### config.mk
export PLATFORM = sky130hd
export DESIGN_NAME = v810_exc_seq
export DESIGN_NICKNAME = d
export VERILOG_FILES = /design/src/rtl/v810_pkg.sv /design/src/rtl/v810_exc_seq.sv
export SDC_FILE = /design/constraint.sdc
export NUM_CORES = 1
export LEC_CHECK = 0
export ABC_AREA = 1
export CAP_MARGIN = 20
export CELL_PAD_IN_SITES_DETAIL_PLACEMENT = 0
export CELL_PAD_IN_SITES_GLOBAL_PLACEMENT = 2
export CORE_MARGIN = 3
export CORE_UTILIZATION = 27
export CTS_BUF_LIST = sky130_fd_sc_hd__clkbuf_2
export CTS_CLUSTER_SIZE = 14
export DETAILED_ROUTE_END_ITERATION = 7
export GPL_TIMING_DRIVEN = 1
export PLACE_DENSITY = 0.88
export RECOVER_POWER = 25
export SLEW_MARGIN = 5
export SYNTH_ARGS = -nofsm -noshare
export SYNTH_HDL_FRONTEND = slang
export SYNTH_SLANG_ARGS = --single-unit
export TNS_END_PERCENT = 50
### constraint.sdc
create_clock -name CLK -period 2.1 [get_ports CLK]
set_input_delay 0.525 -clock CLK [delete_from_list [all_inputs] [get_ports CLK]]
set_output_delay 0.525 -clock CLK [all_outputs]
set_load 0.005 [all_outputs]
### src/rtl/v810_pkg.sv
// v810_pkg: shared types, system-register indices and PSW/SR helpers for the exception sequencer
//   psw_t       - V810 PSW layout (i[19:16], np[15], ep[14], ae[13], id[12], flags[9:0])
//   exc_mode_t  - entry flavour chosen in DECIDE
//   seq_state_t - sequencer states
//   psw_entry   - PSW value written on entry for a given mode
//   sr_write    - system-register write (index + data) for one step of an entry sequence
package v810_pkg;

    typedef struct packed {
        logic [11:0] rsv_hi;
        logic [3:0]  i;
        logic        np;
        logic        ep;
        logic        ae;
        logic        id;
        logic [1:0]  rsv_lo;
        logic [9:0]  flags;
    } psw_t;

    localparam logic [4:0]  SR_EIPC   = 5'd0;
    localparam logic [4:0]  SR_EIPSW  = 5'd1;
    localparam logic [4:0]  SR_FEPC   = 5'd2;
    localparam logic [4:0]  SR_FEPSW  = 5'd3;
    localparam logic [4:0]  SR_ECR    = 5'd4;
    localparam logic [4:0]  SR_PSW    = 5'd5;
    localparam logic [15:0] CC_RESET  = 16'hFFF0;
    localparam logic [31:0] PSW_RESET = 32'h0000_8000;

    typedef enum logic [1:0] {EI, FE, RST, FATAL} exc_mode_t;

    typedef enum logic [2:0] {
        S_IDLE,
        S_ACK,
        S_DECIDE,
        S_WRITE,
        S_VEC,
        S_DUMP,
        S_HALT
    } seq_state_t;

    typedef struct packed {
        logic [4:0]  addr;
        logic [31:0] data;
    } sr_wr_t;

    function automatic psw_t psw_entry(psw_t psw, exc_mode_t mode, logic [3:0] iel);
        psw_t p;
        p = psw;
        if (mode == RST) begin
            p = PSW_RESET;
        end else if (mode != FATAL) begin
            p.id = 1'b1;
            p.ae = 1'b0;
            if (mode == FE) begin
                p.np = 1'b1;
            end else begin
                p.ep = 1'b1;
                if (iel != 4'd0) p.i = iel;
            end
        end
        return p;
    endfunction

    // Step k of the common order is PC save, PSW save, ECR, new PSW.
    // A reset entry only performs the last two, so its steps start at slot 2.
    function automatic sr_wr_t sr_write(exc_mode_t mode, logic [1:0] idx, psw_t psw,
                                        logic [31:0] pc, logic [31:0] ecr,
                                        logic [15:0] cc, logic [3:0] iel);
        sr_wr_t w;
        logic [1:0] k;
        logic fe;
        fe = (mode == FE);
        k = (mode == RST) ? idx + 2'd2 : idx;
        case (k)
            2'd0: begin
                w.addr = fe ? SR_FEPC : SR_EIPC;
                w.data = pc;
            end
            2'd1: begin
                w.addr = fe ? SR_FEPSW : SR_EIPSW;
                w.data = psw;
            end
            2'd2: begin
                w.addr = SR_ECR;
                w.data = (mode == RST) ? {16'h0000, CC_RESET} :
                         fe ? {cc, ecr[15:0]} : {ecr[31:16], cc};
            end
            default: begin
                w.addr = SR_PSW;
                w.data = psw_entry(psw, mode, iel);
            end
        endcase
        return w;
    endfunction

endpackage

### src/rtl/v810_exc_seq.sv
// v810_exc_seq: interrupt/exception entry sequencer (SR saves, new PSW, fetch redirect, fatal dump)
//   CLK, RESn (async, active-low), CE (global enable)
//   PSW, PC, ECR, BOUND        - EU state at the instruction boundary
//   IF / ACK, NP, IEL, CC, HA  - handshake and latched request from v810_inex
//   BUSY                       - EU stall while the sequencer is active
//   SR_WE, SR_ADDR, SR_WD      - one system-register write per cycle
//   REDIR, REDIR_PC, REDIR_ACK - fetch redirect to the handler
//   MEM_REQ, MEM_A, MEM_D, MEM_ACK - fatal-dump writes to FATAL_BASE+0/4/8
//   HALT                       - stopped after a fatal exception until reset
module v810_exc_seq
    import v810_pkg::*;
#(
    parameter logic [31:0] FATAL_BASE = 32'h0000_0000
) (
    input  logic        CLK,
    input  logic        RESn,
    input  logic        CE,
    input  psw_t        PSW,
    input  logic [31:0] PC,
    input  logic [31:0] ECR,
    input  logic        BOUND,
    input  logic        IF,
    input  logic        NP,
    input  logic [3:0]  IEL,
    input  logic [15:0] CC,
    input  logic [31:0] HA,
    output logic        ACK,
    output logic        BUSY,
    output logic        SR_WE,
    output logic [4:0]  SR_ADDR,
    output logic [31:0] SR_WD,
    output logic        REDIR,
    output logic [31:0] REDIR_PC,
    input  logic        REDIR_ACK,
    output logic        MEM_REQ,
    output logic [31:0] MEM_A,
    output logic [31:0] MEM_D,
    input  logic        MEM_ACK,
    output logic        HALT
);

    seq_state_t  state, state_d;
    logic [1:0]  idx, idx_d, last_idx;
    exc_mode_t   mode_q, mode_sel, mode_s;
    logic [31:0] psw_q, psw_s, pc_q, pc_s, ecr_q, ecr_s, ha_q, ha_s;
    logic [15:0] cc_q, cc_s;
    logic [3:0]  iel_q, iel_s;
    logic        decide;
    sr_wr_t      wr;
    logic        ack_d, busy_d, sr_we_d, redir_d, mem_req_d, halt_d;
    logic [4:0]  sr_addr_d;
    logic [31:0] sr_wd_d, redir_pc_d, mem_a_d, mem_d_d;

    // The first write/dump word is launched from DECIDE, in the same cycle the
    // request is captured, so that cycle reads the live inputs instead of the holding registers.
    assign decide   = (state == S_DECIDE);
    assign mode_sel = (CC == CC_RESET) ? RST : PSW.np ? FATAL : NP ? FE : EI;
    assign mode_s   = decide ? mode_sel : mode_q;
    assign psw_s    = decide ? PSW : psw_q;
    assign pc_s     = decide ? PC : pc_q;
    assign ecr_s    = decide ? ECR : ecr_q;
    assign ha_s     = decide ? HA : ha_q;
    assign cc_s     = decide ? CC : cc_q;
    assign iel_s    = decide ? IEL : iel_q;
    assign last_idx = (mode_s == RST) ? 2'd1 : 2'd3;

    always_comb begin
        state_d = state;
        idx_d   = idx;
        case (state)
            S_IDLE:   state_d = (IF && BOUND) ? S_ACK : S_IDLE;
            S_ACK:    state_d = S_DECIDE;
            S_DECIDE: begin
                state_d = (mode_s == FATAL) ? S_DUMP : S_WRITE;
                idx_d   = 2'd0;
            end
            S_WRITE: begin
                state_d = (idx == last_idx) ? S_VEC : S_WRITE;
                idx_d   = idx + 2'd1;
            end
            S_VEC:    state_d = REDIR_ACK ? S_IDLE : S_VEC;
            S_DUMP: begin
                if (MEM_ACK) begin
                    state_d = (idx == 2'd2) ? S_HALT : S_DUMP;
                    idx_d   = idx + 2'd1;
                end
            end
            S_HALT:   state_d = S_HALT;
            default:  state_d = S_IDLE;
        endcase
        wr         = sr_write(mode_s, idx_d, psw_s, pc_s, ecr_s, cc_s, iel_s);
        ack_d      = (state_d == S_ACK);
        busy_d     = (state_d != S_IDLE);
        sr_we_d    = (state_d == S_WRITE);
        sr_addr_d  = sr_we_d ? wr.addr : 5'd0;
        sr_wd_d    = sr_we_d ? wr.data : 32'd0;
        redir_d    = (state_d == S_VEC);
        redir_pc_d = redir_d ? ha_s : 32'd0;
        mem_req_d  = (state_d == S_DUMP);
        mem_a_d    = mem_req_d ? FATAL_BASE + {28'd0, idx_d, 2'b00} : 32'd0;
        mem_d_d    = !mem_req_d ? 32'd0 :
                     (idx_d == 2'd0) ? {16'hFFFF, cc_s} :
                     (idx_d == 2'd1) ? psw_s : pc_s;
        halt_d     = (state_d == S_HALT);
    end

    always_ff @(posedge CLK or negedge RESn) begin
        if (!RESn) begin
            state    <= S_IDLE;
            idx      <= 2'd0;
            mode_q   <= EI;
            psw_q    <= '0;
            pc_q     <= '0;
            ecr_q    <= '0;
            ha_q     <= '0;
            cc_q     <= '0;
            iel_q    <= '0;
            ACK      <= 1'b0;
            BUSY     <= 1'b0;
            SR_WE    <= 1'b0;
            SR_ADDR  <= '0;
            SR_WD    <= '0;
            REDIR    <= 1'b0;
            REDIR_PC <= '0;
            MEM_REQ  <= 1'b0;
            MEM_A    <= '0;
            MEM_D    <= '0;
            HALT     <= 1'b0;
        end else if (CE) begin
            state <= state_d;
            idx   <= idx_d;
            if (decide) begin
                mode_q <= mode_sel;
                psw_q  <= PSW;
                pc_q   <= PC;
                ecr_q  <= ECR;
                ha_q   <= HA;
                cc_q   <= CC;
                iel_q  <= IEL;
            end
            ACK      <= ack_d;
            BUSY     <= busy_d;
            SR_WE    <= sr_we_d;
            SR_ADDR  <= sr_addr_d;
            SR_WD    <= sr_wd_d;
            REDIR    <= redir_d;
            REDIR_PC <= redir_pc_d;
            MEM_REQ  <= mem_req_d;
            MEM_A    <= mem_a_d;
            MEM_D    <= mem_d_d;
            HALT     <= halt_d;
        end
    end

endmodule

# [Word-level counts from Yosys, hierarchy flattened]
# Cells that the tools add are included.
[totals] elab_cells=90 reg_bits=294 inputBits=156 output_inout_bits=139
[classes] reduce_logical=6 addsub=2 eq_ne=21 muxes=41
[ops] operator="$mux 32" count=11
[ops] operator="$pmux 35 s3" count=1
[ops] operator="$mux 12" count=2
[ops] operator="$pmux 3 s7" count=1
[ops] operator="$eq 3x3->1 const B" count=6
[ops] operator="$mux 2" count=9
[ops] operator="$eq 16x16->1 const B" count=1
[ops] operator="$mux 16" count=1
[ops] operator="$mux 4" count=4
[ops] operator="$mux 8" count=2
[ops] operator="$mux 3" count=4
[ops] operator="$eq 3x2->1 const B" count=3
[ops] operator="$eq 2x2->1 const B" count=4
[ops] operator="$eq 2x1->1 const B" count=3
[ops] operator="$eq 3x1->1 const B" count=2
[ops] operator="$pmux 2 s3" count=1
[ops] operator="$mux 5" count=1
[ops] operator="$logic_not 2->1" count=2
[ops] operator="$mux 1" count=4
[ops] operator="$reduce_bool 4->1" count=1
[ops] operator="$logic_not 3->1" count=1
[ops] operator="$reduce_bool 3->1" count=1
[ops] operator="$add 2x1->2 const B" count=1
[ops] operator="$add 2x2->2 const B" count=1
[ops] operator="3 further kinds" count=3

# [Longest topological paths before layout]
# Gate-level depths: netlist of run 1.
[logic_depth] depth_word=11 ltp_mapped=18 depth_no_buf=17

# [Least setup slack after synthesis of run 1]
# Ideal clock, no wire load.
[synth_timing] kind="reg-to-reg" startpoint="register idx[0]" endpoint="register SR_WD[20]" setup_time_ns=0.066 arrival_ns=2.041 period_less_slack_ns=2.106 setup_slack_ns=-0.006 stages_incl_launch_ff=18 t_required_ns=2.034 n_path_buf=2 path_cell_list="dfrtp_1 -> inv_1 -> ha_1 -> nand2_1 -> o21ai_0 -> nor2_1 -> nor2_1 -> nand2_1 -> inv_2 -> buf_2 -> nand2_1 -> nand2_2 -> nor2_1 -> buf_2 -> nand3_1 -> nand2_1 -> nand2_1 -> nand2_1"
[synth_between] elab_chain_len=8 elab_cells_between_ends=17 cone_classes="add/sub (2); eq/ne (5); mux (9); reduce/logical (1)"
[synth_lines] element="start, declared" line="v810_exc_seq.sv:43" rtl="logic [1:0] idx, idx_d, last_idx;"
[synth_lines] element="start signal, assigned" line="v810_exc_seq.sv:131" rtl="idx <= idx_d;"
[synth_lines] element="$add 2x1->2" line="v810_exc_seq.sv:79, v810_exc_seq.sv:85"
[synth_lines] element="$mux 2" line="v810_exc_seq.sv:83" rtl="if (MEM_ACK) begin"
[synth_lines] element="$pmux 2 s3" line="v810_exc_seq.sv:70" rtl="case (state)"
[synth_lines] element="$add 2x2->2" line="v810_pkg.sv:73" rtl="k = (mode == RST) ? idx + 2'd2 : idx;"
[synth_lines] element="$mux 2" line="v810_pkg.sv:73"
[synth_lines] element="$eq 2x2->1, or another cell as far along" line="v810_pkg.sv:74" rtl="case (k)"
[synth_lines] element="$pmux 35 s3" line="v810_pkg.sv:74"
[synth_lines] element="$mux 32 (*)" line="v810_exc_seq.sv:96" rtl="sr_wd_d = sr_we_d ? wr.data : 32'd0;"
[synth_lines] element="end signal, assigned" line="v810_exc_seq.sv:145" rtl="SR_WD <= sr_wd_d;"
[synth_lines] element="end, declared" line="v810_exc_seq.sv:31" rtl="output logic [31:0] SR_WD,"
# Mark *: on every way between the ends. The rest lies on a longest branch, timed or not.
# A chain may end at the register's enable or synchronous reset.

# [Worst setup path in the final report of run 1]
[layout_timing] startpoint="register state[1]" endpoint="register SR_WD[12]"
[layout_between] elab_chain_len=9 elab_cells_between_ends=35 cone_classes="add/sub (1); eq/ne (14); mux (18); reduce/logical (2)"
[layout_lines] element="start, declared" line="v810_exc_seq.sv:42" rtl="seq_state_t state, state_d;"
[layout_lines] element="start signal, assigned" line="v810_exc_seq.sv:130" rtl="state <= state_d;"
[layout_lines] element="$eq 3x2->1" line="v810_exc_seq.sv:56, v810_exc_seq.sv:70"
[layout_lines] element="$mux 2"
[layout_lines] element="$eq 2x2->1"
[layout_lines] element="$mux 2" line="v810_exc_seq.sv:65" rtl="assign last_idx = (mode_s == RST) ? 2'd1 : 2'd3;"
[layout_lines] element="$eq 2x2->1" line="v810_exc_seq.sv:78" rtl="state_d = (idx == last_idx) ? S_VEC : S_WRITE;"
[layout_lines] element="$mux 3" line="v810_exc_seq.sv:78"
[layout_lines] element="$pmux 3 s7" line="v810_exc_seq.sv:70"
[layout_lines] element="$eq 3x2->1" line="v810_exc_seq.sv:94" rtl="sr_we_d = (state_d == S_WRITE);"
[layout_lines] element="$mux 32 (*)" line="v810_exc_seq.sv:96"
# Marks and branches as above.

==> results.md, run 1 <==
- The layout cell share with drive strength beyond 1 is 0.2578.
- The largest family of logic cells by synthesized area is simple AND/OR/NAND/NOR gates.
- Of the synthesized area, sequential elements account for 0.4692.
- The worst min-delay path startpoint is HA[6].
- The clock net sink count is 262.
- For the worst setup path, the data arrival time is 3.18 ns.
- In this run the core area contains 82 standard-cell rows.
- Summing all placed instances gives a cell area of 18700 um^2.
- The leakage power total is 0.01004 uW.
- After synthesis, the share of cell area in mux cells is 0.02865.
- During synthesis, Yosys emitted a total of 0 warnings.
- The number of maximum-capacitance constraint violations is 0.
- The final count of negative-setup-slack endpoints is 107.
- The maximum resistive drop on vdd is 0.0008601 V.
- The worst hold slack after final layout is 0.2024 ns.
- The floorplan die height is 233.5 um.
- The count of final max-slew check failures is 0.
- The setup path with the least slack is of type register to register.
- The worst setup path is captured at a register.
- The number of cells in the finished layout apart from fillers is 3078.
- The synthesized design contains 262 register bits.
- Summing every instance area after synthesis gives 13970 um^2.
- The number of antenna violations at the first check in global routing was 8.
- Setup repair after global routing could not meet its margin everywhere.
- The required time of the worst setup path is 2.97 ns.
- The detailed-router iteration count before antenna repair is 6.
- The core outline area is 50680 um^2.
- Across every metal layer, demand over resource in global routing totals 0.2122.
- In this run the critical register-to-register path is launched from state[1].
- The total chip power is 33090 uW.
- The maximum clock insertion buffer count is 3.
- The final-report hold violation count is 0.
- The count of different cell masters after synthesis is 34.
- At the later pin of the worst-skew pair, clock insertion delay measures 1.01 ns.
- The post-DP HPWL is 41530 um.
- For this run, the top clock speed supported by timing is 432.9 MHz.
- The first global-routing pass estimated 87870 um of wire.
- The last weighted congestion value of the routability-driven placer is 0.9325.
- The flow ran to the end, but the final reports show violations.
- The buffer type at the clock tree root is clkbuf_2.
- Power spread over the standard cell area amounts to 1657 nW/um^2.
- The total number of H-tree levels is 3.
- Dividing the detail-routed wire length by the instance count gives 19.03 um.
- For the pin with the worst max-slew slack, the measured transition is 1.218 ns.
- The number of DRC violations after detailed routing is 0.
- The shortest clock period the worst path allows after layout is 2.310 ns.
- The fraction of the mapped netlist area in simple logic gates is 0.2790.
- For this configuration, the core starts out at a cell density of 0.2757.
- The library cell used most frequently in the layout, excluding fill and tap cells, is nand2_1.
- The final period utilization is 1.100.
- The die footprint is 54520 um^2.
- The CTS tree is yes.
- The post-layout net count is 2510.
- Of the total synthesized cell area, the portion taken by full adders, half adders and majority gates is 0.0008953.
- The final worst slack is -0.2101 ns.
- In this run the worst setup path begins at state[1].
- The die boundary width is 233.5 um.
- The post-synthesis to final-layout area growth is 42.91%.
- The number of global-route vias before repair is 14570.
- The clock-pin slew of the registers on the worst-case setup and hold paths is 0.09 ns.
- In this run the tightest slew margin relative to its limit is 0.1883.
- The number of instances in the synthesized netlist is 1870.
- The average instance in the mapped netlist occupies 7.473 um^2.
- The number of buffers added on ports is 262.
- The maximum fanout encountered on the critical timing path is 18.
- Yosys mapped a number of flops with a built-in enable equal to 0.
- The top cell types in the final layout, fill and taps aside, are nand2_1 (655), o21ai_0 (282), dfrtp_1 (259).
- The area share of xor/xnor cells in the synthesized design is 0.
- The share of flip-flops with an asynchronous set or reset is 1.000.
- Global routing finished with a remaining overflow of 0.
- The setup skew after layout is 0.07176 ns.
- The final reports fail on negative setup slack.
- Summed over all layers, the routed wires come to 58560 um.
- The count of nets left with antenna violations once routing finished came out at 0.
- Including well taps, the total number of placed cells is 2888.
- The number of clock buffers inserted by TritonCTS is 77.
- The post-synthesis compound-gate area fraction is 0.1376.
- The type of the worst min-delay path is input pin to register.
- STA classifies the critical path startpoint as a register.
- The most used flip-flop cell after synthesis is dfrtp_1.
- The total I/O pin count is 295.
- The total vias in the final route is 14380.
- The first routing iteration left 1037 violations.
- The pin count of the biggest net entering global routing is 59.
- Using the TritonRoute via totals, the vias-per-cell ratio works out to 4.671.
- The total non-filler cell area in the finished layout is 19970 um^2.
worst paths after layout:
check | end | slack (ns) | depth (start not counted)
worst max register to register | SR_WD[12] | -0.21 | 9
worst min-delay path | ha_q[6] | 0.20 | 3
worst min register to register | MEM_D[18] | 0.47 | 2
worst max-delay path | SR_WD[12] | -0.21 | 9
max in group asynchronous | cc_q[0] | 0.04 | 3
min in group asynchronous | ecr_q[23] | 0.96 | 3
cells in the mapped netlist (2+ instances only):
| master | number | area (um^2) |
|---|---|---|
| a22oi_1 | 4 | 30.03 |
| buf_2 | 43 | 215.2 |
| or2_2 | 31 | 193.9 |
| o21ai_1 | 17 | 85.08 |
| mux2i_1 | 40 | 400.4 |
| nand2_1 | 676 | 2537 |
| o221ai_1 | 12 | 105.1 |
| nand4_1 | 13 | 81.33 |
| nand3b_1 | 12 | 90.09 |
| nor2_4 | 3 | 33.78 |
| inv_2 | 6 | 22.52 |
| clkbuf_1 | 63 | 236.5 |
| o22ai_1 | 8 | 50.05 |
| nor2_1 | 99 | 371.6 |
| dfrtp_1 | 262 | 6556 |
| nand3_2 | 2 | 20.02 |
| inv_1 | 105 | 394.1 |
| a31oi_1 | 3 | 18.77 |
| a21oi_1 | 6 | 30.03 |
| o21ai_0 | 312 | 1562 |
| nand2_4 | 2 | 22.52 |
| buf_6 | 3 | 33.78 |
| buf_1 | 8 | 30.03 |
| nand2_2 | 10 | 62.56 |
| o211ai_1 | 4 | 30.03 |
| buf_4 | 33 | 247.7 |
| nand3_1 | 86 | 430.4 |
routing by layer:
layer	part of all wire	track usage
met1	0.42	0.2695
met2	0.48	0.3512
met3	0.068	0.05463
met4	0.033	0.07135
met5	0.0011	0
final cells by class:
| cell class | count | area [um^2] |
|---|---|---|
| clock inverters | 22 | 108.9 |
| well taps | 672 | 840.8 |
| flip-flops and latches | 262 | 6560 |
| multi-input cells | 1379 | 6780 |
| diodes | 5 | 12.51 |
| inverters | 111 | 432.9 |
| fillers | 5392 | 30710 |
| repair buffers | 522 | 4711 |
| clock buffers | 105 | 525.5 |
cells by family after synthesis:
family                     count (synthesis)
other                                      1
muxes                                     40
and+or+nand+nor                          938
buffers and inverters                    261
DFF                                      262
AOI/OAI and AO/OA                        367
adders and majority gates                  1
sequential cells by signal, indices dropped and copies added (netlist names), 2 cells and up:
signal    cells
MEM_D        32
REDIR_PC     32
SR_WD        32
ecr_q        32
ha_q         32
pc_q         32
psw_q        32
cc_q         16
iel_q         4
SR_ADDR       3
state         3
MEM_A         2
idx           2
mode_q        2
worst max-delay path, cell delays in order (launching register included):
cell and delay [ns]:
dfrtp_1 0.41, nand2_4 0.14, nor2_4 0.09, buf_4 0.16, buf_4 0.20, o21ai_0 0.71, nand3_1 0.19, nand3_2 0.10
nand2_2 0.08, o21ai_2 0.12
per-stage QoR:
| step | setup WS [ns] | util | TNS [ns] |
|---|---|---|---|
| floorplan | 0.01424 | - | 0 |
| global placement | -0.7268 | 0.3690 | -63.60 |
| detailed placement | -0.7352 | 0.3690 | -67.67 |
| CTS | -0.1870 | 0.3870 | -17.64 |
| global route | -0.2968 | 0.3939 | -33.97 |
| finish | -0.2101 | 0.3940 | -8.695 |
report_power, final:
part	internal (uW)	switching, uW
Clock	1460	2340
Combinational	9120	12600
Sequential	6700	826
Total	17300	15800
what timing repair did:
action / CTS / global route
resized for setup: 515 / 96
endpoints found under the hold margin: 273 / 0
hold buffers: 3 / 0
cloned: 7 / 4
setup endpoints to repair: 212 / 214
pin swaps: 20 / 34
setup buffers: 38 / 11
(Power assumes the default switching activity.)
==> inputs of run 2 (changes only) <==
Settings changed: CORE_ASPECT_RATIO set to 1.4, CORE_UTILIZATION 27 to 30, PLACE_DENSITY 0.88 to 0.92.
Clock period 2.1 ns to 2.2 ns, I/O delays scaled along.
==> run 2 against run 1 <==
Largest power group unchanged. Highest routed layer unchanged. Power decreased by 1.7%. First-iteration DRC count decreased by 16%. The flow still finishes with violations (negative setup slack). Register-to-register slack improved by 0.05 ns. Non-clock buffer count increased by 25.
==> results.md, run 2 (synthesis results as in run 1) <==
- The cell with the biggest individual delay on the critical path is dfrtp_1 (was o21ai_0).
- Commonest cells after routing, fill and taps aside: nand2_1 (603), o21ai_0 (267), dfrtp_1 (261) (was nand2_1 (655), o21ai_0 (282), dfrtp_1 (259)).
- The maximum resistive drop on vdd is 0.0009259 V (was 0.0008601 V).
- The capturing element type of the critical path is a register (unchanged).
- The number of filler cells placed in the layout was 4667 (was 5392).
- The number of buffers and inverters on the critical path is 6 (was 2).
- The detailed-router iteration count before antenna repair is 5 (was 6).
- The required time of the worst setup path was 3.03 ns (was 2.97 ns).
- The global-route track usage on met3 is 0.04995 (was 0.05463).
- The total length of routed wires came to 58470 um (was 58560 um).
- The die boundary width is 188.4 um (was 233.5 um).
- The layout cell share with drive strength beyond 1 was 0.2755 (was 0.2578).
- The total vias in the final route was 14620 (was 14380).
- The total chip power is 32540 uW (was 33090 uW).
- The initial core utilization is 0.3066 (was 0.2757).
- The type of the worst min-delay path is input pin to register (unchanged).
- The maximum clock insertion buffer count is 3 (unchanged).
- The power per unit of standard cell area is 1587 nW/um^2 (was 1657 nW/um^2).
- The met2 routing resource usage after global routing is 0.3951 (was 0.3512).
- The number of antenna violations at the first check in global routing came to 8 (unchanged).
- The shortest clock period the worst path allows after layout is 2.362 ns (was 2.310 ns).
- The CTS tree is yes (unchanged).
- The met1 capacity usage during global routing is 0.2582 (was 0.2695).
- The worst slack after detailed placement is -0.8770 ns (was -0.7352 ns).
- The count of final max-slew check failures is 0 (unchanged).
- The post-layout net count is 2530 (was 2510).
- The final count of negative-setup-slack endpoints was 92 (was 107).
- The maximum fanout encountered on the critical timing path was 8 (was 18).
- The number of cell rows is 92 (was 82).
- The startpoint type of the worst setup path was a register (unchanged).
- The summed negative setup slack over all endpoints came to -5.897 ns (was -8.695 ns).
- The final worst slack is -0.1618 ns (was -0.2101 ns).
- The maximum operating frequency is 423.4 MHz (was 432.9 MHz).
- The core outline area was 45580 um^2 (was 50680 um^2).
- The total routing resource utilization after global routing was 0.2270 (was 0.2122).
- The minimum setup slack among reg-to-reg paths came to -0.16 ns (was -0.21 ns).
- The worst setup path startpoint is state[0] (was state[1]).
- The final-report hold violation count was 0 (unchanged).
- The starting DRC count in detailed routing is 876 (was 1037).
- The leakage power total is 0.01030 uW (was 0.01004 uW).
- The cell type with the highest occurrence count on the critical path is nand2_4 (was buf_4).
- The number of DRC violations after detailed routing is 0 (unchanged).
- The cell class contributing the biggest share of worst-path delay is simple AND/OR/NAND/NOR gates (was compound AO/OA/AOI/OAI gates).
- The arrival time of data at the critical path endpoint is 3.19 ns (was 3.18 ns).
- The total non-filler cell area in the finished layout is 20510 um^2 (was 19970 um^2).
- The capture point of the worst path was MEM_D[31] (was SR_WD[12]).
- The worst-margin pin slew is 1.006 ns (was 1.218 ns).
- The number of buffers added on ports is 262 (unchanged).
- The mean number of vias per cell is 4.816 (was 4.671).
- Cells along the critical path: inv_2, nand2_4, nor2_8, buf_6, o21ai_2, inv_2, nand2_4, buf_4, nand4_1, nand3_2, nand2_4, nand3b_2, nor2_4, buf_6, clkbuf_16, nand2_1, nand2_1 (was nand2_4, nor2_4, buf_4, buf_4, o21ai_0, nand3_1, nand3_2, nand2_2, o21ai_2).
- The type of the worst setup path is register to register (unchanged).
- The residual antenna-violating net count after detailed routing is 0 (unchanged).
- The clock-pin slew of the registers on the worst-case setup and hold paths is 0.11 ns (was 0.09 ns).
- The most common cell after layout, fill and taps aside is nand2_1 (unchanged).
- The die footprint came to 49240 um^2 (was 54520 um^2).
- The clock net sink count is 262 (unchanged).
- The floorplan die height came to 261.4 um (was 233.5 um).
- RSZ-0062 raised after global routing: yes (unchanged).
- The path length in cells of the critical path is 17 (was 9).
- The total number of H-tree levels came to 3 (unchanged).
- The layer carrying the most global-route usage is met2 (unchanged).
- The post-synthesis to final-layout area growth is 46.75% (was 42.91%).
- The routed wire length per instance was 19.26 um (was 19.03 um).
- The later-pin clock latency in the skew report is 0.99 ns (was 1.01 ns).
- The final period utilization was 1.074 (was 1.100).
- The worst hold slack after final layout was 0.2732 ns (was 0.2024 ns).
- The buffer type at the clock tree root is clkbuf_2 (unchanged).
- The pin count of the biggest net entering global routing is 84 (was 59).
- The reg-to-reg critical path startpoint is state[0] (was state[1]).
- The number of clock buffers inserted by TritonCTS is 72 (was 77).
- Violated checks: negative setup slack (unchanged).
- The total I/O pin count came to 295 (unchanged).
- The number of global-route vias before repair was 14690 (was 14570).
- The global-route wire length before repair is 86130 um (was 87870 um).
- The number of maximum-capacitance constraint violations is 0 (unchanged).
- The last weighted congestion value of the routability-driven placer is 0.9096 (was 0.9325).
- The post-DP HPWL is 40470 um (was 41530 um).
- Status: complete, but fails checks (unchanged).
- The worst reg-to-reg path cell count was 17 (was 9).
- The delay of the slowest cell on the worst path is 0.41 ns (was 0.71 ns).
- The worst slew margin relative to its limit was 0.3296 (was 0.1883).
- The global route total overflow is 0 (unchanged).
- The worst reg2reg path endpoint is MEM_D[31] (was SR_WD[12]).
- The setup skew after layout is 0.09711 ns (was 0.07176 ns).
- The total cell area at the placement stage came to 18460 um^2 (was 18700 um^2).
run 2: worst min path at each step:
stage,from,endpoint,slack (ns),depth (start not counted)
4_1_cts,HA[19],ha_q[19],0.15,3
2_1_floorplan,RESn,ACK,0.25,0
5_1_grt,HA[18],ha_q[18],0.18,3
6_report,HA[16],ha_q[16],0.27,3
3_5_place_dp,RESn,REDIR_PC[29],0.46,1
3_3_place_gp,RESn,REDIR_PC[29],0.46,1
run 2: repair_timing:
item,in CTS,in global routing
endpoints found under the setup margin,211,115
hold buffers,4,0
gates resized for setup,487,153
buffers inserted,47,24
hold endpoints to repair,270,0
pin swaps,21,58
cloned,6,8
run 2: tightest hold or removal path: cells and delay by family:
| kind | cells | cell delay (ns) |
|---|---|---|
| AOI/OAI and AO/OA | 1 | 0.10 |
| buffers and inverters | 1 | 0.40 |
| and+or+nand+nor | 1 | 0.13 |
run 2: metal layers:
metal / part of all wire / wire length, um
met1: 0.38 / 22030
met5: 0.00079 / 46
met3: 0.062 / 3612
met2: 0.51 / 29770
met4: 0.051 / 3006
run 2: area by class of cell:
| class | instances | area (um^2) | share of cell area |
|---|---|---|---|
| Clock buffer | 105 | 525.5 | 0.02562 |
| Sequential cell | 262 | 6558 | 0.3197 |
| Timing Repair inverter | 1 | 7.507 | 0.0003661 |
| Timing Repair Buffer | 547 | 5066 | 0.2470 |
| Clock inverter | 17 | 92.59 | 0.004515 |
| Antenna cell | 4 | 10.01 | 0.0004881 |
| Multi-Input combinational cell | 1378 | 7052 | 0.3438 |
| Inverter | 111 | 432.9 | 0.02111 |
| Tap cell | 611 | 764.5 | 0.03728 |
run 2: stage by stage:
step | util | std cells
finish | 0.4499 | 3036
global route | 0.4499 | 3035
CTS | 0.4312 | 3001
detailed placement | 0.4049 | 2823
global placement | 0.4049 | 2823
floorplan | - | 1901
run 2: power by group:
part	switching [uW]	internal, uW
combinational	12700	9160
sequential	761	6390
clock	2180	1380
